$ cat src/rtl/neopixel_pkg.sv
// Shared constants for the WS2812 driver: register map, CTRL bit positions,
// frame FSM state codes and a counter-width helper.
package neopixel_pkg;

  localparam int PIXEL_W = 24;

  localparam logic [7:0] REG_CTRL       = 8'h00;
  localparam logic [7:0] REG_NUM_PIXELS = 8'h01;
  localparam logic [7:0] REG_PIXEL_BASE = 8'h10;

  localparam int CTRL_START    = 0;
  localparam int CTRL_BUSY     = 1;
  localparam int CTRL_IRQ_CLR  = 2;
  localparam int CTRL_IRQ_PEND = 2;
  localparam int CTRL_IRQ_EN   = 3;
  localparam int CTRL_AUTO     = 4;

  localparam logic [2:0] ST_IDLE  = 3'd0;
  localparam logic [2:0] ST_LOAD  = 3'd1;
  localparam logic [2:0] ST_HIGH  = 3'd2;
  localparam logic [2:0] ST_LOW   = 3'd3;
  localparam logic [2:0] ST_LATCH = 3'd4;

  // Width able to count 0..max_val-1 (never narrower than one bit).
  function automatic int cnt_width(input int max_val);
    return (max_val > 1) ? $clog2(max_val) : 1;
  endfunction

endpackage

$ cat src/rtl/ws2812_bit_shifter.sv
// Serialises one 24-bit GRB word MSB first with WS2812 high/low bit timing.
// load starts a word; high_done/bit_done/pixel_done report phase boundaries.
module ws2812_bit_shifter
  import neopixel_pkg::*;
#(
  parameter int T0H_CYC  = 20,
  parameter int T1H_CYC  = 40,
  parameter int TBIT_CYC = 63,
  parameter int CNT_W    = 12
) (
  input  logic               clock,
  input  logic               reset,
  input  logic               load,
  input  logic [PIXEL_W-1:0] pixel,
  output logic               one_wire,
  output logic               high_done,
  output logic               bit_done,
  output logic               pixel_done
);

  logic [PIXEL_W-1:0] shift_reg;
  logic [4:0]         bit_cnt_reg;
  logic [CNT_W-1:0]   cyc_cnt_reg;
  logic               active_reg;
  logic               high_reg;
  logic [CNT_W-1:0]   high_last;

  assign high_last  = shift_reg[PIXEL_W-1] ? CNT_W'(T1H_CYC - 1) : CNT_W'(T0H_CYC - 1);
  assign high_done  = active_reg && high_reg && (cyc_cnt_reg == high_last);
  assign bit_done   = active_reg && (cyc_cnt_reg == CNT_W'(TBIT_CYC - 1));
  assign pixel_done = bit_done && (bit_cnt_reg == 5'd0);
  assign one_wire   = high_reg;

  always_ff @(posedge clock or posedge reset) begin
    if (reset) begin
      shift_reg   <= '0;
      bit_cnt_reg <= '0;
      cyc_cnt_reg <= '0;
      active_reg  <= 1'b0;
      high_reg    <= 1'b0;
    end else if (load) begin
      shift_reg   <= pixel;
      bit_cnt_reg <= 5'd23;
      cyc_cnt_reg <= '0;
      active_reg  <= 1'b1;
      high_reg    <= 1'b1;
    end else if (active_reg) begin
      if (bit_done) begin
        cyc_cnt_reg <= '0;
        if (bit_cnt_reg != 5'd0) begin
          shift_reg   <= shift_reg << 1;
          bit_cnt_reg <= bit_cnt_reg - 1'b1;
          high_reg    <= 1'b1;
        end else begin
          active_reg <= 1'b0;
          high_reg   <= 1'b0;
        end
      end else begin
        cyc_cnt_reg <= cyc_cnt_reg + 1'b1;
        if (high_done) high_reg <= 1'b0;
      end
    end
  end

endmodule

$ cat src/rtl/neopixel_ws2812_driver.sv
// Avalon-MM WS2812 frame driver: register file, frame FSM, IRQ and latch timing.
// Optional auto-refresh timer is built only with NEOPIXEL_AUTO_REFRESH_EN defined.
module neopixel_ws2812_driver
  import neopixel_pkg::*;
#(
  parameter int MAX_PIXELS  = 16,
  parameter int T0H_CYC     = 20,
  parameter int T1H_CYC     = 40,
  parameter int TBIT_CYC    = 63,
  parameter int TRESET_CYC  = 2750,
  parameter int REFRESH_CYC = 2500000
) (
  input  logic        clock,
  input  logic        reset,
  input  logic [7:0]  address,
  input  logic        write,
  input  logic [31:0] writedata,
  input  logic        read,
  output logic [31:0] readdata,
  output logic        waitrequest,
  output logic        irq,
  output logic        one_wire
);

  localparam int CNT_W = cnt_width((TRESET_CYC > TBIT_CYC) ? TRESET_CYC : TBIT_CYC);
  localparam int IDX_W = cnt_width(MAX_PIXELS);

  logic [PIXEL_W-1:0] pix_mem [MAX_PIXELS];
  logic [MAX_PIXELS-1:0] pix_wr_sel;
  logic [7:0]         pix_off;
  logic               pix_hit;
  logic [7:0]         num_reg;
  logic [7:0]         num_lat_reg;
  logic [IDX_W-1:0]   pix_idx_reg;
  logic [2:0]         state_reg;
  logic [CNT_W-1:0]   latch_cnt_reg;
  logic               irq_en_reg;
  logic               irq_pend_reg;
  logic               ctrl_wr;
  logic               start_req;
  logic               refresh_tick;
  logic               busy;
  logic               frame_done;
  logic               high_done;
  logic               bit_done;
  logic               pixel_done;
  logic [31:0]        rd_mux;
  logic               unused_bits;

  assign waitrequest = 1'b0;
  assign unused_bits = ^writedata[31:PIXEL_W];

  assign ctrl_wr    = write && (address == REG_CTRL);
  assign start_req  = (ctrl_wr && writedata[CTRL_START]) || refresh_tick;
  assign busy       = (state_reg != ST_IDLE);
  assign frame_done = (state_reg == ST_LATCH) && (latch_cnt_reg == CNT_W'(TRESET_CYC - 1));
  assign irq        = irq_pend_reg & irq_en_reg;

  assign pix_off = address - REG_PIXEL_BASE;
  assign pix_hit = (address >= REG_PIXEL_BASE) && (pix_off < 8'(MAX_PIXELS));

  genvar gi;
  generate
    for (gi = 0; gi < MAX_PIXELS; gi++) begin : g_pix_sel
      assign pix_wr_sel[gi] = write && pix_hit && (pix_off == 8'(gi));
    end
  endgenerate

  always_ff @(posedge clock or posedge reset) begin
    if (reset) begin
      for (int i = 0; i < MAX_PIXELS; i++) pix_mem[i] <= '0;
    end else begin
      for (int i = 0; i < MAX_PIXELS; i++)
        if (pix_wr_sel[i]) pix_mem[i] <= writedata[PIXEL_W-1:0];
    end
  end

  always_ff @(posedge clock or posedge reset) begin
    if (reset) begin
      num_reg      <= '0;
      irq_en_reg   <= 1'b0;
      irq_pend_reg <= 1'b0;
    end else begin
      if (write && (address == REG_NUM_PIXELS))
        num_reg <= (writedata[7:0] > 8'(MAX_PIXELS)) ? 8'(MAX_PIXELS) : writedata[7:0];
      if (ctrl_wr) irq_en_reg <= writedata[CTRL_IRQ_EN];
      // A completion in the same cycle as IRQ_CLR must not be lost.
      if (frame_done) irq_pend_reg <= 1'b1;
      else if (ctrl_wr && writedata[CTRL_IRQ_CLR]) irq_pend_reg <= 1'b0;
    end
  end

  always_ff @(posedge clock or posedge reset) begin
    if (reset) begin
      state_reg     <= ST_IDLE;
      pix_idx_reg   <= '0;
      num_lat_reg   <= '0;
      latch_cnt_reg <= '0;
    end else begin
      case (state_reg)
        ST_IDLE: begin
          if (start_req && (num_reg != 8'd0)) begin
            state_reg   <= ST_LOAD;
            pix_idx_reg <= '0;
            num_lat_reg <= num_reg;
          end
        end
        ST_LOAD: state_reg <= ST_HIGH;
        ST_HIGH: if (high_done) state_reg <= ST_LOW;
        ST_LOW: begin
          if (pixel_done) begin
            if ((8'(pix_idx_reg) + 8'd1) < num_lat_reg) begin
              pix_idx_reg <= pix_idx_reg + 1'b1;
              state_reg   <= ST_LOAD;
            end else begin
              latch_cnt_reg <= '0;
              state_reg     <= ST_LATCH;
            end
          end else if (bit_done) begin
            state_reg <= ST_HIGH;
          end
        end
        ST_LATCH: begin
          if (frame_done) state_reg <= ST_IDLE;
          else latch_cnt_reg <= latch_cnt_reg + 1'b1;
        end
        default: state_reg <= ST_IDLE;
      endcase
    end
  end

  ws2812_bit_shifter #(
    .T0H_CYC  (T0H_CYC),
    .T1H_CYC  (T1H_CYC),
    .TBIT_CYC (TBIT_CYC),
    .CNT_W    (CNT_W)
  ) u_shifter (
    .clock      (clock),
    .reset      (reset),
    .load       (state_reg == ST_LOAD),
    .pixel      (pix_mem[pix_idx_reg]),
    .one_wire   (one_wire),
    .high_done  (high_done),
    .bit_done   (bit_done),
    .pixel_done (pixel_done)
  );

`ifdef NEOPIXEL_AUTO_REFRESH_EN
  localparam int REF_W = cnt_width(REFRESH_CYC);
  logic [REF_W-1:0] refresh_cnt_reg;
  logic             auto_reg;

  // Free-running; a tick while busy is simply not acted on by the FSM.
  always_ff @(posedge clock or posedge reset) begin
    if (reset) begin
      refresh_cnt_reg <= '0;
      auto_reg        <= 1'b0;
    end else begin
      if (ctrl_wr) auto_reg <= writedata[CTRL_AUTO];
      if (refresh_cnt_reg == REF_W'(REFRESH_CYC - 1)) refresh_cnt_reg <= '0;
      else refresh_cnt_reg <= refresh_cnt_reg + 1'b1;
    end
  end

  assign refresh_tick = auto_reg && (refresh_cnt_reg == REF_W'(REFRESH_CYC - 1));
`else
  assign refresh_tick = 1'b0;
`endif

  always_comb begin
    rd_mux = '0;
    if (address == REG_CTRL) begin
      rd_mux[CTRL_BUSY]     = busy;
      rd_mux[CTRL_IRQ_PEND] = irq_pend_reg;
      rd_mux[CTRL_IRQ_EN]   = irq_en_reg;
`ifdef NEOPIXEL_AUTO_REFRESH_EN
      rd_mux[CTRL_AUTO]     = auto_reg;
`endif
    end else if (address == REG_NUM_PIXELS) begin
      rd_mux[7:0] = num_reg;
    end else if (pix_hit) begin
      rd_mux[PIXEL_W-1:0] = pix_mem[pix_off[IDX_W-1:0]];
    end
  end

  always_ff @(posedge clock or posedge reset) begin
    if (reset) readdata <= '0;
    else if (read) readdata <= rd_mux;
  end

endmodule
$ cat config.mk
export PLATFORM = sky130hd
export DESIGN_NAME = neopixel_ws2812_driver
export DESIGN_NICKNAME = d
export VERILOG_FILES = /design/src/rtl/neopixel_pkg.sv /design/src/rtl/ws2812_bit_shifter.sv /design/src/rtl/neopixel_ws2812_driver.sv
export SDC_FILE = /design/constraint.sdc
export NUM_CORES = 1
export LEC_CHECK = 0
export BUFFER_PORTS_ARGS = -buffer_cell sky130_fd_sc_hd__buf_2
export CAP_MARGIN = 10
export CORE_MARGIN = 2
export CORE_UTILIZATION = 45
export CTS_BUF_LIST = sky130_fd_sc_hd__clkbuf_8 sky130_fd_sc_hd__clkbuf_16
export CTS_CLUSTER_DIAMETER = 30
export DETAILED_ROUTE_END_ITERATION = 8
export PLACE_DENSITY = 0.58
export SYNTH_ARGS = -nofsm -noshare
export SYNTH_HDL_FRONTEND = slang
export SYNTH_HIERARCHICAL = 1
export SYNTH_SLANG_ARGS = --single-unit
$ cat constraint.sdc
create_clock -name clock -period 14.5 [get_ports clock]
set_clock_uncertainty 0.15 [all_clocks]
set_input_delay 0.725 -clock clock [delete_from_list [all_inputs] [get_ports clock]]
set_output_delay 0.725 -clock clock [all_outputs]
set_load 0.005 [all_outputs]
==> results.ini, run 1 <==
[drt]
vias=16200
via_per_inst=6.02
antenna_left=0
dr.pass1.iters=5
drt-wirelength-per-cell_um=25.4
drc_errors=0
drt_wl_total_mm=68.4
drtIter0Drc=1154

[clock_network]
htree_levels=3
cts-buffers-inserted=119
cts_sinks=488
cts_tree=done
clockRootBuffer=clkbuf_16
clkTransAtPathRegs_ps=40
cts_hold_buf=0
ctsLongestPathBuffers=3
ctsResizeCount=0
postCtsSetupRepairBufs=0
clock_latency_ps=660

[floorplanning]
die-area_um2=58600
initial_core_util=0.454
rows=87
ioPinCount=79
coreArea_um2=56200
die_w_um=242
die_h_um=242

[synthesis]
ys_types=68
netlist_top_cells_area=dfrtp_1 48%, mux4_2 19%, mux2_1 17%, a22oi_1 2.0%, clkbuf_1 1.2%
async_reset_ff_frac=1.00
synth_top_cell_area_share=0.479
synth_edf_count=0
yosysTopAreaCell=dfrtp_1
synth_warnings=6
synth-seq-cells=488
synth_cells=1775
avgSynthCellArea_um2=14.4
ys_seq_area_frac=0.479
synth_ff_type=dfrtp_1
syn_area_um2=25500

[critical_path]
critPathKind=reg -> reg
startpoint=pix_idx_reg[0]
end_kind=flop
worstPathArrival_ps=4390
reg2reg_from=pix_idx_reg[0]
startpoint_type=flop
crit_required_ps=14890
critical_path.max_fanout=35

[power]
leakage_nw=14.5
p_per_area_nw_per_um2=143
peakVddDrop_mv=0.111

[place]
place.gp.congestion=0.771
portBuffers=61
dpl.hpwl_mm=36.5
placed_cells=2468
placed_area_um2=26400

[grt]
grt_antenna_before_repair=1
gr-total-overflow=0
grt_util_all_layers=0.240
grt_max_degree=166
grt_pass1_vias=17200
grt_first_pass_wirelength_mm=106

[worst_hold_path]
hold_path.class=in -> async

[sta]
post-route-period-util=0.276
fmaxAchievable_mhz=250
maxSlewHeadroom=0.127
hold_viol=0
rsz0062_at_grt=no
worst_pin_slew_ps=1300
fin_crit_ps=4000
tns_ps=0
setup_viol=0
drv_slew=0

[layout]
area_delta_synth_final_pct=20.1
final_common_cell=dfrtp_1
largest_reg_flops=384
drive_above_1_share=0.295
n_antenna_cell=0
nets=1887
final_area_um2=30600
fin_cells=2690
layout_common_cells=484 x dfrtp_1, 389 x mux2_1, 213 x mux4_2, 120 x clkbuf_16, 67 x a22oi_1

[outcome]
status=finished, final reports clean

[run]
maxCapViolations=0

[worst max-delay path: stages (launching register included)]
cell	delay (ps)
dfrtp_4	860
buf_4	740
ha_1	370
xor2_1	100
ha_1	310
o211ai_1	100
o211a_1	270
nor2_1	350
mux2_1	370
a22o_1	220
[synth_stat cells (all sizes together) (3+ instances only)]
| library cell | number |
|---|---|
| o21ai | 24 |
| o211a | 3 |
| a22o | 4 |
| a221o | 3 |
| nand2 | 67 |
| or3b | 22 |
| a41oi | 4 |
| o31ai | 3 |
| mux2i | 14 |
| nor2b | 32 |
| and2 | 8 |
| nor3 | 16 |
| a211o | 4 |
| dfrtp | 488 |
| nor3b | 5 |
| and4 | 4 |
| clkbuf | 79 |
| a22oi | 67 |
| xor2 | 9 |
| ha | 10 |
| nor2 | 33 |
| buf | 85 |
| mux4 | 213 |
| nand2b | 6 |
| nor4 | 5 |
| mux2 | 391 |
| nor4b | 4 |
| a21oi | 35 |
| inv | 15 |
| and3b | 4 |
| nand4 | 9 |
| nand3 | 41 |
| and3 | 11 |
| xnor2 | 3 |
| or4 | 4 |
| or3 | 4 |
| a21o | 17 |
| nand3b | 3 |
| or4b | 3 |
[through the flow]
stage	util	hold WS, ps	setup WS, ps	total power, mW
5_1_grt	0.545	195	10200	4.50
4_1_cts	0.545	167	10420	4.40
3_5_place_dp	0.470	314	10380	1.67
2_1_floorplan	-	300	1220	1.61
6_report	0.545	99.2	10500	4.36
3_3_place_gp	0.470	306	10410	1.66
[cell families after synthesis]
logic type	count (synthesis)	synth area share
buffers and inverters	180	0.0317
adder cells (fa/ha/maj)	10	0.00491
XOR/XNOR	12	0.00412
other	1	0.000147
multiplexers	618	0.366
AND/OR/NAND/NOR	285	0.0641
flip-flops	488	0.479
AO/OA/AOI/OAI	181	0.0495
[path summary, 6_finish.rpt]
kind / end / cells past startpoint / slack (ps)
setup / recovery: pix_idx_reg[0] / 9 / 10500
hold / removal: pix_mem[380] / 2 / 100
hold reg to reg: readdata[14] / 1 / 320
setup reg to reg: pix_idx_reg[0] / 9 / 10500
max in group asynchronous: pix_idx_reg[1] / 3 / 12340
min in group clock: readdata[14] / 1 / 320
[power by group]
group	switching, mW	total [mW]	internal, mW
clock	0.833	2.71	1.88
sequential	0.0366	1.46	1.42
combinational	0.107	0.197	0.0895
total	0.977	4.36	3.39
[area by class of cell]
type | instances | area (µm²)
Fill cell | 4679 | 25600
Multi-Input combinational cell | 1115 | 12600
Sequential cell | 488 | 12200
Clock buffer | 140 | 3280
Tap cell | 756 | 946
Clock inverter | 82 | 907
Timing Repair Buffer | 93 | 567
Inverter | 16 | 67.6
[routing by layer]
| metal | part of all wire | wire (µm) | global-route usage | up-vias |
|---|---|---|---|---|
| li1 | - | - | - | 7007 |
| met5 | 0.00019 | 13 | 0 | - |
| met1 | 0.42 | 28600 | 0.310 | 8625 |
| met3 | 0.055 | 3800 | 0.0541 | 134 |
| met4 | 0.030 | 2070 | 0.0842 | 2 |
| met2 | 0.50 | 33900 | 0.398 | 434 |
No activity file was read; power rests on OpenSTA's default activity.
==> run 2: changes to the inputs <==
--- a/config.mk
+++ b/config.mk
@@ -12,7 +12,7 @@
 export CTS_BUF_LIST = sky130_fd_sc_hd__clkbuf_8 sky130_fd_sc_hd__clkbuf_16
 export CTS_CLUSTER_DIAMETER = 30
 export DETAILED_ROUTE_END_ITERATION = 8
-export PLACE_DENSITY = 0.58
+export PLACE_DENSITY = 0.6
 export SYNTH_ARGS = -nofsm -noshare
 export SYNTH_HDL_FRONTEND = slang
 export SYNTH_HIERARCHICAL = 1
==> constraint.sdc (replaced) <==
create_clock -name clock -period 3.57 [get_ports clock]
set_clock_uncertainty 0.15 [all_clocks]
set_input_delay 0.1785 -clock clock [delete_from_list [all_inputs] [get_ports clock]]
set_output_delay 0.1785 -clock clock [all_outputs]
set_load 0.005 [all_outputs]
==> run 2 against run 1 <==
  * Register-to-register slack got worse by 9900 ps
  * Maximum frequency grew 35%
  * Global-route usage grew 0.56 points
  * Critical path type unchanged
==> results.ini, run 2 (synthesis results as in run 1) <==
[layout]
final_common_cell=dfrtp_1  ; unchanged
area_delta_synth_final_pct=23.8  ; was 20.1%
layout_common_cells=484 x dfrtp_1, 389 x mux2_1, 213 x mux4_2, 123 x clkbuf_16, 67 x a22oi_1  ; was 484 x dfrtp_1, 389 x mux2_1, 213 x mux4_2, 120 x clkbuf_16, 67 x a22oi_1
n_fill_cell=4521  ; was 4679
fin_cells=2760  ; was 2690
n_antenna_cell=0  ; unchanged
drive_above_1_share=0.298  ; was 0.295
largest_reg_flops=384  ; unchanged
nets=1955  ; was 1887

[clock_network]
clock_latency_ps=650  ; was 660 ps
clkTransAtPathRegs_ps=50  ; was 40 ps
cts_tree=done  ; unchanged
postCtsSetupRepairBufs=0  ; unchanged
ctsLongestPathBuffers=3  ; unchanged
cts-buffers-inserted=120  ; was 119
ctsResizeCount=0  ; unchanged
cts_sinks=488  ; unchanged
htree_levels=3  ; unchanged
clockRootBuffer=clkbuf_16  ; unchanged

[worst_hold_path]
min_delay_worst_endpoint=irq_en_reg
min_from=address[7]
whs_path_depth=4
hold_path.class=in -> reg  ; was in -> async

[drt]
drt-wirelength-per-cell_um=25.4  ; about the same
antenna_left=0  ; unchanged
via_per_inst=6.05  ; was 6.02
m1WireLength_mm=30.2  ; was 28.6 mm
drtIter0Drc=1193  ; was 1154
met3_length_mm=3.53  ; was 3.80 mm
drt_wl_total_mm=70.1  ; was 68.4 mm
vias=16700  ; was 16200
dr.pass1.iters=5  ; unchanged
top_layer_used=met4  ; was met5
wl_met2_mm=34.4  ; was 33.9 mm
drc_errors=0  ; unchanged

[place]
dpl.hpwl_mm=41.0  ; was 36.5 mm
placed_cells=2497  ; was 2468
place.gp.congestion=0.820  ; was 0.771
portBuffers=61  ; unchanged

[grt]
gr-total-overflow=0  ; unchanged
grt_util_all_layers=0.245  ; was 0.240
grt_pass1_vias=17700  ; was 17200
grt_max_degree=100  ; was 166
grt_first_pass_wirelength_mm=109  ; was 106 mm
grt_antenna_before_repair=0  ; was 1

[power]
p_clk_frac=0.626  ; was 0.621
p_seq_frac=0.327  ; was 0.334
switching_share=0.214  ; was 0.224
leakage_nw=15.0  ; was 14.5 nW
p_per_area_nw_per_um2=574  ; was 143 nW/µm²
p_int_mw=14.2  ; was 3.39 mW
power_mw=18.1  ; was 4.36 mW
peakVddDrop_mv=0.396  ; was 0.111 mV
p_comb_frac=0.047  ; was 0.045
power.switching_mw=3.87  ; was 977 µW

[sta]
worst_pin_slew_ps=785  ; was 1300 ps
post-route-period-util=0.828  ; was 0.276
drv_slew=0  ; unchanged
rsz0062_at_grt=no  ; unchanged
fmaxAchievable_mhz=338  ; was 250 MHz
fin_crit_ps=2950  ; was 4000 ps
hold_viol=0  ; unchanged
hold_ws_ps=48.7  ; was 99.2 ps
maxSlewHeadroom=0.476  ; was 0.127
tns_ps=0  ; unchanged
setup_viol=0  ; unchanged

[floorplanning]
die_h_um=242  ; unchanged
ioPinCount=79  ; unchanged
coreArea_um2=56200  ; unchanged
die_w_um=242  ; unchanged
rows=87  ; unchanged
initial_core_util=0.454  ; unchanged
die-area_um2=58600  ; unchanged

[critical_path]
startpoint_type=flop  ; unchanged
slowest_stage=dfrtp_4  ; unchanged
r2r_slack_ps=620  ; was 10500 ps
crit_chain=ha_1, xor2_1, ha_1, o211ai_1, o211a_1, nor2_1, mux2_1, a22o_1  ; was buf_4, ha_1, xor2_1, ha_1, o211ai_1, o211a_1, nor2_1, mux2_1, a22o_1
critPathMaxStageDelay_ps=630  ; was 860 ps
critical_path.max_fanout=22  ; was 35
reg2reg_from=pix_idx_reg[1]  ; was pix_idx_reg[0]
cpMostUsedCell=ha_1  ; unchanged
end_kind=flop  ; unchanged
r2r.worst_path.cells=8  ; was 9
r2r-end=pix_idx_reg[0]  ; unchanged
worstPathArrival_ps=3340  ; was 4390 ps
crit_required_ps=3960  ; was 14890 ps
critPathKind=reg -> reg  ; unchanged

[run]
maxCapViolations=0  ; unchanged

[outcome]
status=finished, final reports clean  ; unchanged

## run 2: changes by cell type in the layout (fill, tap and decap cells not counted), sizes merged
cell	change
buf	+30
bufinv	+1
clkbuf	+17
clkinv	-14
clkinvlp	-1
dlygate4sd3	+37
## run 2: per-stage QoR
stage	worst slack (ps)	util	cell area (µm²)
6_report	615	0.562	31600
5_1_grt	488	0.562	31600
4_1_cts	641	0.562	31600
3_5_place_dp	645	0.478	26900
3_3_place_gp	652	0.478	26900
2_1_floorplan	-2770	-	25500
## run 2: cell type report
cell class,instances,area [µm²],share of cell area
Clock buffer,157,3550,0.112
Timing Repair Buffer,160,1390,0.0439
Clock inverter,68,783,0.0248
Inverter,16,63.8,0.00202
Tap cell,756,946,0.0300
Multi-Input combinational cell,1115,12600,0.400
Sequential cell,488,12200,0.387
## run 2: how the worst max path moves through the flow
stage | startpoint | end | depth (start not counted)
floorplan | reset | irq_en_reg | 1
global placement | pix_idx_reg[1] | pix_idx_reg[0] | 8
detailed placement | pix_idx_reg[1] | pix_idx_reg[0] | 8
CTS | pix_idx_reg[1] | pix_idx_reg[0] | 8
global route | pix_idx_reg[1] | pix_idx_reg[0] | 8
finish | pix_idx_reg[1] | pix_idx_reg[0] | 8
## run 2: power by group through the flow
stage | sequential (mW) | combinational [mW] | clock [mW]
final | 5.92 | 0.848 | 11.3
after global routing | 5.94 | 0.925 | 11.8
after CTS | 5.91 | 0.862 | 11.5
after detailed placement | 5.99 | 0.830 | 0
after global placement | 5.97 | 0.810 | 0
after floorplan | 5.94 | 0.592 | 0
## run 2: timing repair
| action | in CTS | in global routing |
|---|---|---|
| hold buffers | 37 | 0 |
| hold endpoints to repair | 536 | 0 |
| endpoints found under the setup margin | 0 | 0 |
## run 2: layer usage
layer / vias to the layer above / global-route usage
met1: 8989 / 0.332
met3: 119 / 0.0403
met4: 0 / 0.0971
met5: - / 0
met2: 479 / 0.397
li1: 7107 / -
## run 2: critical path: cells and delay by family (launching register included)
kind                     cells  cell delay, ps
flip-flops                   1             630
AND/OR/NAND/NOR              1             350
adder cells (fa/ha/maj)      2             580
multiplexers                 1             360
AO/OA/AOI/OAI                3             610
XOR/XNOR                     1             160
==> run 3: changes to the inputs <==
--- a/config.mk
+++ b/config.mk
@@ -5,6 +5,7 @@
 export SDC_FILE = /design/constraint.sdc
 export NUM_CORES = 1
 export LEC_CHECK = 0
+export ABC_AREA = 1
 export BUFFER_PORTS_ARGS = -buffer_cell sky130_fd_sc_hd__buf_2
 export CAP_MARGIN = 10
 export CORE_MARGIN = 2
@@ -12,7 +13,7 @@
 export CTS_BUF_LIST = sky130_fd_sc_hd__clkbuf_8 sky130_fd_sc_hd__clkbuf_16
 export CTS_CLUSTER_DIAMETER = 30
 export DETAILED_ROUTE_END_ITERATION = 8
-export PLACE_DENSITY = 0.6
+export PLACE_DENSITY = 0.58
 export SYNTH_ARGS = -nofsm -noshare
 export SYNTH_HDL_FRONTEND = slang
 export SYNTH_HIERARCHICAL = 1
==> constraint.sdc (replaced) <==
create_clock -name clock -period 3.1 [get_ports clock]
set_clock_uncertainty 0.15 [all_clocks]
set_input_delay 0.155 -clock clock [delete_from_list [all_inputs] [get_ports clock]]
set_output_delay 0.155 -clock clock [all_outputs]
set_load 0.005 [all_outputs]
==> run 3 against run 2 <==
  * Maximum frequency is 10% higher
  * Design area is essentially flat
  * Critical path depth grew 6
  * Worst hold slack about the same
  * Setup slack got worse by 200 ps
  * Synthesized cell count grew 99%
  * Clock power rose by 9%
  * First-iteration DRC count up 150%
==> results.ini, run 3 <==
[outcome]
status=finished, final reports clean  ; unchanged

[clock_network]
cts_tree=done  ; unchanged
ctsLongestPathBuffers=3  ; unchanged
postCtsSetupRepairBufs=0  ; unchanged
clockRootBuffer=clkbuf_16  ; unchanged
ctsResizeCount=0  ; unchanged
clkTransAtPathRegs_ps=50  ; about the same
clock_latency_ps=670  ; was 650 ps
cts-buffers-inserted=121  ; was 120
htree_levels=3  ; unchanged
cts_hold_buf=33  ; was 37
cts_sinks=488  ; unchanged

[sta]
maxSlewHeadroom=0.367  ; was 0.476
hold_viol=0  ; unchanged
drv_slew=0  ; unchanged
setup_viol=0  ; unchanged
post-route-period-util=0.865  ; was 0.828
rsz0062_at_grt=no  ; unchanged
worst_pin_slew_ps=949  ; was 785 ps
fmaxAchievable_mhz=373  ; was 338 MHz
fin_crit_ps=2680  ; was 2950 ps

[floorplanning]
ioPinCount=79  ; unchanged
die_h_um=245  ; was 242 µm
die-area_um2=60000  ; was 58600 µm²
die_w_um=245  ; was 242 µm
rows=88  ; was 87
initial_core_util=0.454  ; about the same
coreArea_um2=57600  ; was 56200 µm²

[layout]
fin_cells=4437  ; was 2760
nets=3624  ; was 1955
n_antenna_cell=0  ; unchanged
area_delta_synth_final_pct=20.7  ; was 23.8%
final_common_cell=nand2_1  ; was dfrtp_1
final_area_um2=31600  ; about the same
drive_above_1_share=0.126  ; was 0.298
layout_common_cells=963 x nand2_1, 697 x o21ai_0, 485 x dfrtp_1, 283 x inv_1, 198 x nor2_1  ; was 484 x dfrtp_1, 389 x mux2_1, 213 x mux4_2, 123 x clkbuf_16, 67 x a22oi_1
n_fill_cell=5373  ; was 4521
largest_reg_flops=384  ; unchanged

[drt]
drt_wl_total_mm=91.9  ; was 70.1 mm
via_per_inst=5.68  ; was 6.05
drt-wirelength-per-cell_um=20.7  ; was 25.4 µm
vias=25200  ; was 16700
drtIter0Drc=2947  ; was 1193
drc_errors=0  ; unchanged
antenna_left=0  ; unchanged
dr.pass1.iters=6  ; was 5

[synthesis]
synth_warnings=6  ; unchanged
ys_types=41  ; was 68
ys_seq_area_frac=0.467  ; was 0.479
yosysMostFrequentCell=nand2_1  ; was dfrtp_1
syn_area_um2=26100  ; was 25500 µm²
async_reset_ff_frac=1.00  ; unchanged
synth_edf_count=0  ; unchanged
synth_top_cell_area_share=0.467  ; was 0.479
synth_ff_type=dfrtp_1  ; unchanged
synth_cells=3529  ; was 1775
yosysTopAreaCell=dfrtp_1  ; unchanged
netlist_top_cells_area=dfrtp_1 47%, nand2_1 14%, o21ai_0 13%, inv_1 3.9%, nand3_1 3.3%  ; was dfrtp_1 48%, mux4_2 19%, mux2_1 17%, a22oi_1 2.0%, clkbuf_1 1.2%
synth-seq-cells=488  ; unchanged
avgSynthCellArea_um2=7.41  ; was 14.4 µm²
synthTopCellsByCount=972 x nand2_1, 697 x o21ai_0, 488 x dfrtp_1  ; was 488 x dfrtp_1, 389 x mux2_1, 213 x mux4_2

[grt]
grt_max_degree=127  ; was 100
grt_pass1_vias=24200  ; was 17700
gr-total-overflow=0  ; unchanged
grt_first_pass_wirelength_mm=142  ; was 109 mm
grt_util_all_layers=0.308  ; was 0.245
grt_antenna_before_repair=2  ; was 0

[critical_path]
startpoint_type=flop  ; unchanged
critical_path.max_fanout=13  ; was 22
end_kind=flop  ; unchanged
crit_required_ps=3480  ; was 3960 ps
critPathKind=reg -> reg  ; unchanged
worstPathArrival_ps=3060  ; was 3340 ps

[run]
maxCapViolations=0  ; unchanged

[place]
dpl.hpwl_mm=54.3  ; was 41.0 mm
place.gp.congestion=0.862  ; was 0.820
portBuffers=61  ; unchanged
placed_area_um2=27100  ; was 26900 µm²
placed_cells=4179  ; was 2497

[power]
leakage_nw=14.7  ; was 15.0 nW
p_per_area_nw_per_um2=684  ; was 574 nW/µm²
peakVddDrop_mv=0.601  ; was 0.396 mV

[worst_hold_path]
hold_path.class=in -> reg  ; unchanged

-- run 3: changes by cell type after synthesis, sizes merged, moves of 40 or more --
cell / before / now
nand2: 67 / 988
o21ai: 24 / 716
mux2: 391 / 0
inv: 15 / 278
mux4: 213 / 0
nor2: 33 / 211
nand3: 41 / 189
a21oi: 35 / 160
clkbuf: 79 / 144
a22oi: 67 / 8
o22ai: 0 / 49
buf: 85 / 125
o211ai: 1 / 41
-- run 3: kinds of logic (layout without fill, tap and decap cells) --
kind of cell | count (synthesis) | count (layout) | share of synthesized area
fa+ha+maj | 10 | 10 | 0.00479
compound gates | 990 | 990 | 0.198
flops | 488 | 488 | 0.467
xor+xnor | 9 | 9 | 0.00301
simple gates | 1478 | 1478 | 0.239
other cells | 1 | 9 | 0.000143
buf+inv | 553 | 688 | 0.0881
-- run 3: area by class of cell --
type	count	area, µm²	share of cell area
Multi-Input combinational cell	2496	11700	0.371
Timing Repair Buffer	179	1520	0.0483
Inverter	284	1080	0.0342
Clock buffer	137	3270	0.104
Sequential cell	488	12200	0.387
Clock inverter	88	808	0.0256
Tap cell	765	957	0.0303
-- run 3: where the power goes --
part,leakage (nW),total [mW],switching [mW],internal [mW]
clock,2.05,12.3,4.02,8.32
sequential,6.51,7.11,0.308,6.80
combinational,6.19,2.11,1.44,0.673
total,14.7,21.6,5.77,15.8
-- run 3: final timing paths --
kind                            cells past startpoint      startpoint                       to  slack (ps)
max in group asynchronous                           5           reset           pix_idx_reg[0]        1190
min in group asynchronous                           3           reset  u_shifter/shift_reg[13]         110
worst max register to register                     14  pix_idx_reg[0]         latch_cnt_reg[2]         420
worst max-delay path                               14  pix_idx_reg[0]         latch_cnt_reg[2]         420
worst min-delay path                                5      address[3]              pix_mem[72]          50
worst min register to register                      2     readdata[7]              readdata[7]         330
-- run 3: metal layers --
layer | track usage | share of wire
met5 | 0 | 0
met4 | 0.122 | 0.034
met3 | 0.0559 | 0.090
met2 | 0.471 | 0.44
met1 | 0.433 | 0.43
-- run 3: per-stage QoR --
step / util / hold WS [ps] / setup TNS [ps] / power [mW] / setup slack [ps]
after global routing: 0.548 / 80.9 / 0 / 22.4 / 140
after global placement: 0.471 / 109 / 0 / 9.17 / 455
after floorplan: - / 126 / -1432980 / 8.59 / -3220
final: 0.548 / 48.4 / 0 / 21.6 / 419
after detailed placement: 0.471 / 107 / 0 / 9.24 / 451
after CTS: 0.548 / 0.529 / 0 / 21.7 / 432
-- run 3: worst max-delay path: stages (launching register included) --
cell and delay, ps:
dfrtp_4 520, ha_1 240, xor2_1 160, ha_1 280
nand2_1 50, inv_1 60, nand2_1 60, nand2_1 50
nand2_1 60, nand2_1 80, nand2_1 80, nand2_2 230
nand2_1 330, nand2_1 160, nand2_1 60
